### src/rtl/uart_rx_fifo.sv
// UART receiver with a small receive queue.
// Oversampled by a clock-per-bit divisor; frames land in the queue with error flags.
module uart_rx_fifo #(
    parameter int DATA_BITS  = 8,
    parameter int FIFO_DEPTH = 16,
    parameter int DIV_WIDTH  = 16
) (
    input  logic                          clk,
    input  logic                          reset,
    input  logic                          ser_rx,
    input  logic [DIV_WIDTH-1:0]          cfg_div,
    input  logic                          cfg_parity_en,
    input  logic                          cfg_parity_odd,
    input  logic                          cfg_stop2,
    output logic [DATA_BITS-1:0]          rd_data,
    output logic                          rd_perr,
    output logic                          rd_ferr,
    output logic                          rd_valid,
    input  logic                          rd_ready,
    output logic                          overrun,
    input  logic                          clr_overrun,
    output logic                          busy,
    output logic [$clog2(FIFO_DEPTH):0]   level
);

    localparam int AW = $clog2(FIFO_DEPTH);
    localparam int LW = AW + 1;
    localparam int EW = DATA_BITS + 2;
    localparam int BW = $clog2(DATA_BITS);

    typedef enum logic [2:0] {
        IDLE,
        START,
        DATA,
        PARITY,
        STOP1,
        STOP2
    } state_t;

    logic                 sync1_q;
    logic                 sync2_q;
    logic                 prev_q;
    logic                 rx_s;
    logic                 rx_fall;

    state_t               state_q;
    state_t               state_d;
    logic [DIV_WIDTH-1:0] cnt_q;
    logic [DIV_WIDTH-1:0] cnt_d;
    logic [DIV_WIDTH-1:0] div_q;
    logic [DIV_WIDTH-1:0] div_d;
    logic [DIV_WIDTH-1:0] eff_div;
    logic [DIV_WIDTH-1:0] target;
    logic [BW-1:0]        bit_q;
    logic [BW-1:0]        bit_d;
    logic [DATA_BITS-1:0] shreg_q;
    logic [DATA_BITS-1:0] shreg_d;
    logic                 perr_q;
    logic                 perr_d;
    logic                 ferr_q;
    logic                 ferr_d;
    logic                 pen_q;
    logic                 pen_d;
    logic                 podd_q;
    logic                 podd_d;
    logic                 stop2_q;
    logic                 stop2_d;
    logic                 tick;
    logic                 push_req;

    logic [EW-1:0]        mem [FIFO_DEPTH];
    logic [AW-1:0]        wptr_q;
    logic [AW-1:0]        rptr_q;
    logic [LW-1:0]        level_q;
    logic                 full;
    logic                 pop_ok;
    logic                 push_ok;
    logic [EW-1:0]        head;
    logic                 overrun_q;

    // Two-flop synchronizer plus a history flop for falling-edge detection.
    always_ff @(posedge clk or posedge reset) begin
        if (reset) begin
            sync1_q <= 1'b1;
            sync2_q <= 1'b1;
            prev_q  <= 1'b1;
        end else begin
            sync1_q <= ser_rx;
            sync2_q <= sync1_q;
            prev_q  <= sync2_q;
        end
    end

    assign rx_s    = sync2_q;
    // A held-low line gives no new 1->0 edge, so a break cannot re-trigger.
    assign rx_fall = prev_q & ~rx_s;
    assign eff_div = (cfg_div < DIV_WIDTH'(4)) ? DIV_WIDTH'(4) : cfg_div;
    assign target  = (state_q == START) ? (div_q >> 1) : div_q;
    assign tick    = (cnt_q == target);

    // Receiver state and datapath registers.
    always_ff @(posedge clk or posedge reset) begin
        if (reset) begin
            state_q <= IDLE;
            cnt_q   <= '0;
            div_q   <= '0;
            bit_q   <= '0;
            shreg_q <= '0;
            perr_q  <= 1'b0;
            ferr_q  <= 1'b0;
            pen_q   <= 1'b0;
            podd_q  <= 1'b0;
            stop2_q <= 1'b0;
        end else begin
            state_q <= state_d;
            cnt_q   <= cnt_d;
            div_q   <= div_d;
            bit_q   <= bit_d;
            shreg_q <= shreg_d;
            perr_q  <= perr_d;
            ferr_q  <= ferr_d;
            pen_q   <= pen_d;
            podd_q  <= podd_d;
            stop2_q <= stop2_d;
        end
    end

    // Next-state logic: count cycles since the start edge and sample mid-bit.
    always_comb begin
        state_d  = state_q;
        cnt_d    = cnt_q;
        div_d    = div_q;
        bit_d    = bit_q;
        shreg_d  = shreg_q;
        perr_d   = perr_q;
        ferr_d   = ferr_q;
        pen_d    = pen_q;
        podd_d   = podd_q;
        stop2_d  = stop2_q;
        push_req = 1'b0;
        unique case (state_q)
            IDLE: begin
                if (rx_fall) begin
                    state_d = START;
                    cnt_d   = DIV_WIDTH'(1);
                    div_d   = eff_div;
                    bit_d   = '0;
                    perr_d  = 1'b0;
                    ferr_d  = 1'b0;
                    pen_d   = cfg_parity_en;
                    podd_d  = cfg_parity_odd;
                    stop2_d = cfg_stop2;
                end
            end
            START: begin
                if (!tick) begin
                    cnt_d = cnt_q + 1'b1;
                end else if (rx_s) begin
                    state_d = IDLE;
                end else begin
                    state_d = DATA;
                    cnt_d   = DIV_WIDTH'(1);
                end
            end
            DATA: begin
                if (!tick) begin
                    cnt_d = cnt_q + 1'b1;
                end else begin
                    cnt_d   = DIV_WIDTH'(1);
                    shreg_d = {rx_s, shreg_q[DATA_BITS-1:1]};
                    if (bit_q == BW'(DATA_BITS - 1)) begin
                        state_d = pen_q ? PARITY : STOP1;
                    end else begin
                        bit_d = bit_q + 1'b1;
                    end
                end
            end
            PARITY: begin
                if (!tick) begin
                    cnt_d = cnt_q + 1'b1;
                end else begin
                    cnt_d   = DIV_WIDTH'(1);
                    perr_d  = rx_s ^ (^shreg_q) ^ podd_q;
                    state_d = STOP1;
                end
            end
            STOP1: begin
                if (!tick) begin
                    cnt_d = cnt_q + 1'b1;
                end else begin
                    cnt_d  = DIV_WIDTH'(1);
                    ferr_d = ~rx_s;
                    if (stop2_q) begin
                        state_d = STOP2;
                    end else begin
                        push_req = 1'b1;
                        state_d  = IDLE;
                    end
                end
            end
            STOP2: begin
                if (!tick) begin
                    cnt_d = cnt_q + 1'b1;
                end else begin
                    cnt_d    = DIV_WIDTH'(1);
                    ferr_d   = ferr_q | ~rx_s;
                    push_req = 1'b1;
                    state_d  = IDLE;
                end
            end
            default: begin
                state_d = IDLE;
            end
        endcase
    end

    assign busy    = (state_q != IDLE);
    assign full    = (level_q == LW'(FIFO_DEPTH));
    assign rd_valid = (level_q != '0);
    assign pop_ok  = rd_valid & rd_ready;
    assign push_ok = push_req & (~full | pop_ok);

    // Queue storage; cleared on reset so the head reads as zero when empty.
    always_ff @(posedge clk or posedge reset) begin
        if (reset) begin
            for (int i = 0; i < FIFO_DEPTH; i++) begin
                mem[i] <= '0;
            end
        end else if (push_ok) begin
            mem[wptr_q] <= {shreg_q, perr_q, ferr_d};
        end
    end

    // Pointers and occupancy; pointers wrap naturally at the power-of-two depth.
    always_ff @(posedge clk or posedge reset) begin
        if (reset) begin
            wptr_q  <= '0;
            rptr_q  <= '0;
            level_q <= '0;
        end else begin
            if (push_ok) begin
                wptr_q <= wptr_q + 1'b1;
            end
            if (pop_ok) begin
                rptr_q <= rptr_q + 1'b1;
            end
            unique case ({push_ok, pop_ok})
                2'b10:   level_q <= level_q + 1'b1;
                2'b01:   level_q <= level_q - 1'b1;
                default: level_q <= level_q;
            endcase
        end
    end

    // Sticky overrun; a new drop beats a clear in the same cycle.
    always_ff @(posedge clk or posedge reset) begin
        if (reset) begin
            overrun_q <= 1'b0;
        end else if (push_req && full && !pop_ok) begin
            overrun_q <= 1'b1;
        end else if (clr_overrun) begin
            overrun_q <= 1'b0;
        end
    end

    assign head    = mem[rptr_q];
    assign rd_data = head[EW-1:2];
    assign rd_perr = head[1];
    assign rd_ferr = head[0];
    assign overrun = overrun_q;
    assign level   = level_q;

endmodule

### config.mk
export PLATFORM = sky130hd
export DESIGN_NAME = uart_rx_fifo
export DESIGN_NICKNAME = d
export VERILOG_FILES = /design/src/rtl/uart_rx_fifo.sv
export SDC_FILE = /design/constraint.sdc
export NUM_CORES = 1
export LEC_CHECK = 0
export ABC_AREA = 1
export ABC_CLOCK_PERIOD_IN_PS = 8180
export CORE_MARGIN = 10
export CORE_UTILIZATION = 56
export DETAILED_ROUTE_END_ITERATION = 8
export PLACE_DENSITY = 0.77
export SYNTH_ARGS = -nofsm -noshare
export SYNTH_HDL_FRONTEND = slang
export SYNTH_SLANG_ARGS = --single-unit
### constraint.sdc
create_clock -name clk -period 8.18 [get_ports clk]
set_input_delay 2.454 -clock clk [delete_from_list [all_inputs] [get_ports clk]]
set_output_delay 2.454 -clock clk [all_outputs]
set_load 0.01 [all_outputs]
==> impl_results.md, run 1 <==
- Outcome: finished, final reports clean
- Worst Tran Pin Value: 1.31 ns
- CTS tree: yes
- Nets: roughly 1600
- Hold Buf Count CTS: 0
- Fin. max-slew vios: 0
- Worst skew pair latency: 0.52 ns
- Leakage power: 6.51 nW
- Die area: approximately 0.027 sq mm
- Vias in the first global route: 9694
- Final Cell Area: between 0.01 and 0.015 sq mm
- Fmax: between 150 and 200 MHz
- Wire per inst: roughly 16 um
- Int Pwr: 2.38 mW
- Core area: 0.0209 sq mm
- Syn_nets: 1572
- Iteration-0 DRC Markers: a little under 1000
- Clock Power Share: 28.9%
- Initial antenna violation count: 0
- Worst R2R Setup Slack: ~3.7 ns
- Comb pwr share: 34.4%
- Fraction of registers with async set/reset: 100%
- Root Driver: clkbuf_16
- Synth warn: 0
- Row count: 53
- P_sw: 1.49 mW
- # setup viols final: 0
- Clock Pin Slew Worst Setup and Hold Paths: 0.06 ns
- Cells after synthesis: approximately 1500
- Seq pwr share: 36.7%
- Critical-path top delay cell: dfrtp_4
- Port Buffers: 41
- Filler cells: 1886
- Slew headroom: approximately 13%
- Max-Cap Viols: 0
- DRT Wirelength: between 20000 and 30000 um
- Top cells by area, synth: dfrtp_1, nand2_1, o21ai_0
- Vias per cell: 5.59
- Crit start category: register
- Min-delay worst type: register to register
- Switch share: 38.4%
- Ports: between 40 and 50
- PD cells: 296 mW/mm^2
- CP cell instances: buf_4, mux2i_1, o21ai_0, o221ai_1, nand2_1, clkdlybuf4s50_1
- Synthesis-to-finish area growth: 10.7%
- Dpl hpwl: 19000 um
- Setup TNS: 0 ns
- Synth top area share: around 48%
- Period utilisation layout: between 70% and 80%
- Inserted Clock Buffers: 25
- CTS resizes: 0
- Clock tree buffer depth: 3
- Final hold viol count: 0
- Overflow after GRT: 0
- H-Tree Depth: 1
- DRT antenna net count: 0
- Initial DRT Pass Iterations: 7
- GP Congestion: 0.893
- Pin count of the biggest net entering global routing: ~180
- DRC errors left: 0
- Mapped Area: 0.0118 sq mm
- Sequential fraction of the synthesis area: 48.3%
- Dominant synthesized flop cell: dfrtp_1
- EDFF count, synth: 0
- Die Wd: approximately 170 um
- ANT cells: 0
- Critical-path maximum fanout: 88
- Worst IR Drop VDD: 201 uV
- WP data required: 5.73 ns
- Critical Path Sink Type: output pin
- Post-layout total power: about 3.9 mW
- Starting Density: 56.5%
- Leading cell types by count after synthesis: nand2_1, o21ai_0, dfrtp_1
- Critical Path AT: about 3.6 ns
- RSZ-0062 raised after global routing: no
- Final min period: 6.01 ns
- Die H: about 170 um
- Vias post-DR: ~10000
- Crit path kind: register to output pin
- Mean Syn Cell Area: around 7.7 sq um
- Most common cell in the netlist: nand2_1
- Post-DP Area: around 0.012 sq mm
- Setup Buffers After CTS: 0
- Synth cell types: 38
- Clock Skews: 0.0138 ns
- First-pass GRT wire length: 49400 um
- GRT Total Usage: 21.9%
- Share of layout cells above drive strength 1: 5.18%
- Clock net sink count: about 230
- Largest area contributor in the netlist: dfrtp_1
- Largest stage delay on the critical path: 0.87 ns
- Seq cells post-synth: 228
[stage by stage]
stage / utilization [%] / setup slack (ns) / hold slack [ns] / instances
final: 62.6 / 2.17 / 0.358 / 1819
after global routing: 62.6 / 1.97 / 0.368 / 1819
after global placement: 58.7 / 2.84 / 0.346 / 1776
after CTS: 62.6 / 2.23 / 0.361 / 1819
after floorplan: - / 2.75 / 0.345 / 1536
after detailed placement: 58.7 / 2.78 / 0.351 / 1776
[final timing paths]
path                               to       start  cells after the start
max                        rd_data[5]   rptr_q[0]                      6
max reg2reg                  mem[155]  state_q[0]                     15
min in group asynchronous    mem[102]       reset                      3
min                              rx_s     sync1_q                      0
min reg2reg                      rx_s     sync1_q                      0
max in group asynchronous   rptr_q[0]       reset                      3
[cell families after synthesis]
kind of cell | Yosys count | share of synthesized area [%]
AOI/OAI and AO/OA | 343 | 15.4
xor gates and xnor gates | 23 | 1.71
and+or+nand+nor | 688 | 24.5
DFF | 228 | 48.3
buffers and inverters | 230 | 7.80
muxes | 12 | 1.02
adders and majority gates | 12 | 1.27
[metal layers]
| metal | wire [um] | part of all wire [%] | up-vias | global-route usage (%) |
|---|---|---|---|---|
| met3 | 2260 | 7.5 | 52 | 4.12 |
| met4 | 856 | 2.9 | 0 | 6.28 |
| met5 | 0 | 0 | - | 0 |
| met1 | 13000 | 44 | 4815 | 29.5 |
| met2 | 13700 | 46 | 359 | 35.5 |
| li1 | - | - | 4948 | - |
[registers in the layout (all words and copies together) (netlist names), 3 cells and up]
signal	count
state_q	3
rptr_q	4
bit_q	3
mem	160
wptr_q	4
level	5
shreg_q	8
div_q	16
cnt_q	16
[worst max-delay path: cells and delay by family, from the launching register on]
kind	cells	cell delay, ns
AOI/OAI and AO/OA	2	0.57
buffers and inverters	2	1.31
DFF	1	0.87
muxes	1	0.15
and+or+nand+nor	1	0.13
[final cells by class]
cell class	count	area (sq um)	area share, %
Multi-Input combinational cell	1078	5180	39.6
Inverter	148	559	4.28
Sequential cell	228	5710	43.7
Timing Repair Buffer	47	468	3.58
Clock buffer	34	709	5.42
Clock inverter	9	100	0.765
Tap cell	275	344	2.63
[cells in the final DEF, fill, tap and decap left out, types with 5 or more instances in the layout]
master / instances
nor2_4: 8
o211ai_1: 23
nand3_1: 59
nor4_1: 9
nand2_1: 516
nor2_1: 56
o221ai_1: 8
nor3_1: 8
nand3b_1: 5
clkbuf_8: 5
o21ai_0: 229
buf_4: 5
xnor2_1: 9
clkbuf_16: 25
nand4_1: 10
clkdlybuf4s50_1: 41
a21oi_1: 65
inv_1: 141
xor2_1: 14
ha_1: 12
o21ai_1: 11
clkinv_2: 5
mux2i_1: 12
dfrtp_1: 223
nor2_2: 9
[power by group through the flow]
| stage | registers [mW] | clock network, mW | logic [mW] |
|---|---|---|---|
| 3_5_place_dp | 1.43 | 0 | 1.32 |
| 4_1_cts | 1.41 | 1.13 | 1.32 |
| 2_1_floorplan | 1.31 | 0 | 1.01 |
| 3_3_place_gp | 1.43 | 0 | 1.28 |
| 6_report | 1.42 | 1.12 | 1.33 |
| 5_1_grt | 1.44 | 1.18 | 1.49 |
Note: power is estimated with default switching activity, not from simulation.
==> run 2, diff against run 1 <==
- ABC_CLOCK_PERIOD_IN_PS: 8180 -> 6040
- CORE_UTILIZATION: 56 -> 62
- PLACE_DENSITY: 0.77 -> 0.81
- clock period: 8.18 -> 6.04 ns (I/O delays scaled with it)
==> impl_results.md, run 2 (synthesis gave the netlist of run 1 again) <==
- Final min period: 5.49 ns
- Iteration-0 DRC Markers: 900 (-6.7%)
- Finished Core Util: 70.0% (+7.4 points)
- Initial DRT Pass Iterations: 5 (-2)
- CTS tree: yes
- Worst skew pair latency: 0.53 ns (about the same)
- Switch share: 38.1% (-0.39 points)
- Fmax: 182 MHz
- Commonest cells after routing, fill and taps aside: nand2_1, o21ai_0, dfrtp_1, inv_1, a21oi_1
- WP data required: 4.23 ns (-1.50 ns)
- Die Wd: 158 um (-4.4%)
- # setup viols final: 0 (unchanged)
- Row count: 50 (-5.7%)
- Critical Path AT: 3.67 ns (+0.12 ns)
- Int Pwr: 3.26 mW (+37%)
- DRT antenna net count: 0 (unchanged)
- Worst r2r dst: level[4]
- Nets: 1571 (+0.45%)
- Comb pwr share: 32.4% (-2.0 points)
- Worst IR Drop VDD: 336 uV (+67%)
- CP Buf/Inv Count: 2 (unchanged)
- Pin count of the biggest net entering global routing: 115 (-37%)
- Vias post-DR: 10400 (+2.0%)
- ANT cells: 0 (unchanged)
- Die area: 0.0250 sq mm (-8.5%)
- Clock tree buffer depth: 3 (unchanged)
- Largest stage delay on the critical path: 1.09 ns (+0.22 ns)
- First-pass GRT wire length: 50200 um (+1.6%)
- Wire per inst: 17.1 um (+4.3%)
- Largest regs: mem (160), cnt_q (16), div_q (16)
- Root Driver: clkbuf_16
- Layout Cells excl Fill: 1786 (-1.8%)
- Post-layout total power: 5.26 mW (+36%)
- Initial antenna violation count: 0 (unchanged)
- Largest Register: mem
- Synthesis-to-finish area growth: 10.9%
- Cell mode on critical path: o21ai_0
- Max-Cap Viols: 0 (unchanged)
- Setup Buffers After CTS: 0 (unchanged)
- Fin. max-slew vios: 0 (unchanged)
- Critical-path top delay cell: dfrtp_2
- Clock Pin Slew Worst Setup and Hold Paths: 0.06 ns (about the same)
- Worst R2R Start: state_q[0]
- DRC errors left: 0 (unchanged)
- Crit path kind: register to output pin
- Share of layout cells above drive strength 1: 5.54% (+0.36 points)
- Critical-path maximum fanout: 60 (-32%)
- Setup crit end: rd_perr
- Cell family with most CP delay: buffers and inverters
- Worst Setup SP: rptr_q[1]
- CTS resizes: 0 (unchanged)
- Clock net sink count: 228 (unchanged)
- Core area: 0.0187 sq mm (-10%)
- RSZ-0062 raised after global routing: no
- Final hold viol count: 0 (unchanged)
- Port Buffers: 41 (unchanged)
- Critical Path Sink Type: output pin
- H-Tree Depth: 1 (unchanged)
- PD cells: 402 mW/mm^2 (+36%)
- Worst Tran Pin Value: 1.25 ns (-0.0590 ns)
- Die H: 158 um (-4.4%)
- Worst path depth: 5 (-1)
- Path depth of the worst reg2reg path: 21 (+6)
- DRT Wirelength: 30600 um (+2.4%)
- Min-delay worst type: register to register
- Period utilisation layout: 90.8%
- Placed cells: 1742 (-1.9%)
- Starting Density: 63.1% (+6.6 points)
- Overflow after GRT: 0 (unchanged)
- Inserted Clock Buffers: 25 (unchanged)
- Highest Signal Layer: met4
- Metal2 WL: 13700 um (about the same)
- Crit start category: register
- Most common cell after layout, fill and taps aside: nand2_1
- CP cell instances: inv_1, o21ai_0, o22ai_1, o21ai_0, clkdlybuf4s50_1
- Dpl hpwl: 20300 um (+7.0%)
- Setup TNS: 0 ns (unchanged)
- Met1 wire length: 12700 um (-3.0%)
- Clock Skews: 0.0208 ns (+0.00707 ns)
- Seq pwr share: 38.3% (+1.6 points)
- GRT Total Usage: 24.7% (+2.8 points)
- Vias in the first global route: 9955 (+2.7%)
- Slew headroom: 16.8% (+3.9 points)
- Largest register FFs: 160 (unchanged)
- GP Congestion: 0.891 (-0.17%)
- Hold Buf Count CTS: 0 (unchanged)
- Vias per cell: 5.81 (+3.9%)
- P_sw: 2.00 mW (+35%)
- Wire length on met3: 2710 um (+20%)
- Ports: 42 (unchanged)
- Worst R2R Setup Slack: 1.64 ns (-2.05 ns)
- Leakage power: 6.56 nW (+0.64%)
- Outcome: finished, final reports clean
- Clock Power Share: 29.3% (+0.4 points)
[run 2: cell types whose count changed in the layout (fill, tap and decap cells not counted)]
cell / before / now
clkinv_2: 5 / 4
clkbuf_1: 4 / 6
bufinv_16: 2 / 3
buf_4: 5 / 12
clkbuf_8: 5 / 4
[run 2: stage by stage]
step	setup slack, ns	hold slack [ns]	instance area (sq um)
after floorplan	1.25	0.345	11800
after global placement	1.31	0.346	12300
after detailed placement	1.23	0.348	12300
after CTS	0.677	0.356	13100
after global routing	0.449	0.359	13100
final	0.554	0.356	13100
[run 2: power groups by stage]
stage          logic, mW  registers [mW]  clock network, mW
2_1_floorplan       1.37            1.77                  0
3_3_place_gp        1.64            2.02                  0
3_5_place_dp        1.68            2.03                  0
4_1_cts             1.70            2.00               1.56
5_1_grt             1.92            2.05               1.62
6_report            1.71            2.02               1.54
[run 2: layout make-up]
type                            instances  area (sq um)
Sequential cell                       228          5710
Multi-Input combinational cell       1078          5180
Timing Repair Buffer                   54           520
Clock inverter                          9           125
Fill cell                            1493          5610
Tap cell                              234           293
Clock buffer                           35           703
Inverter                              148           559
[run 2: how the worst min path moves through the flow]
stage | startpoint | endpoint | slack (ns) | depth (start not counted)
after global placement | sync1_q | rx_s | 0.35 | 0
after floorplan | sync1_q | rx_s | 0.35 | 0
final | sync1_q | rx_s | 0.36 | 0
after detailed placement | sync1_q | rx_s | 0.35 | 0
after global routing | sync1_q | rx_s | 0.36 | 0
after CTS | sync1_q | rx_s | 0.36 | 0
[run 2: layer usage]
metal  global-route usage, %  vias to the layer above
li1                        -                     4965
met1                    32.7                     4872
met2                    38.6                      438
met3                    4.64                      101
met4                    11.6                        0
met5                       0                        -
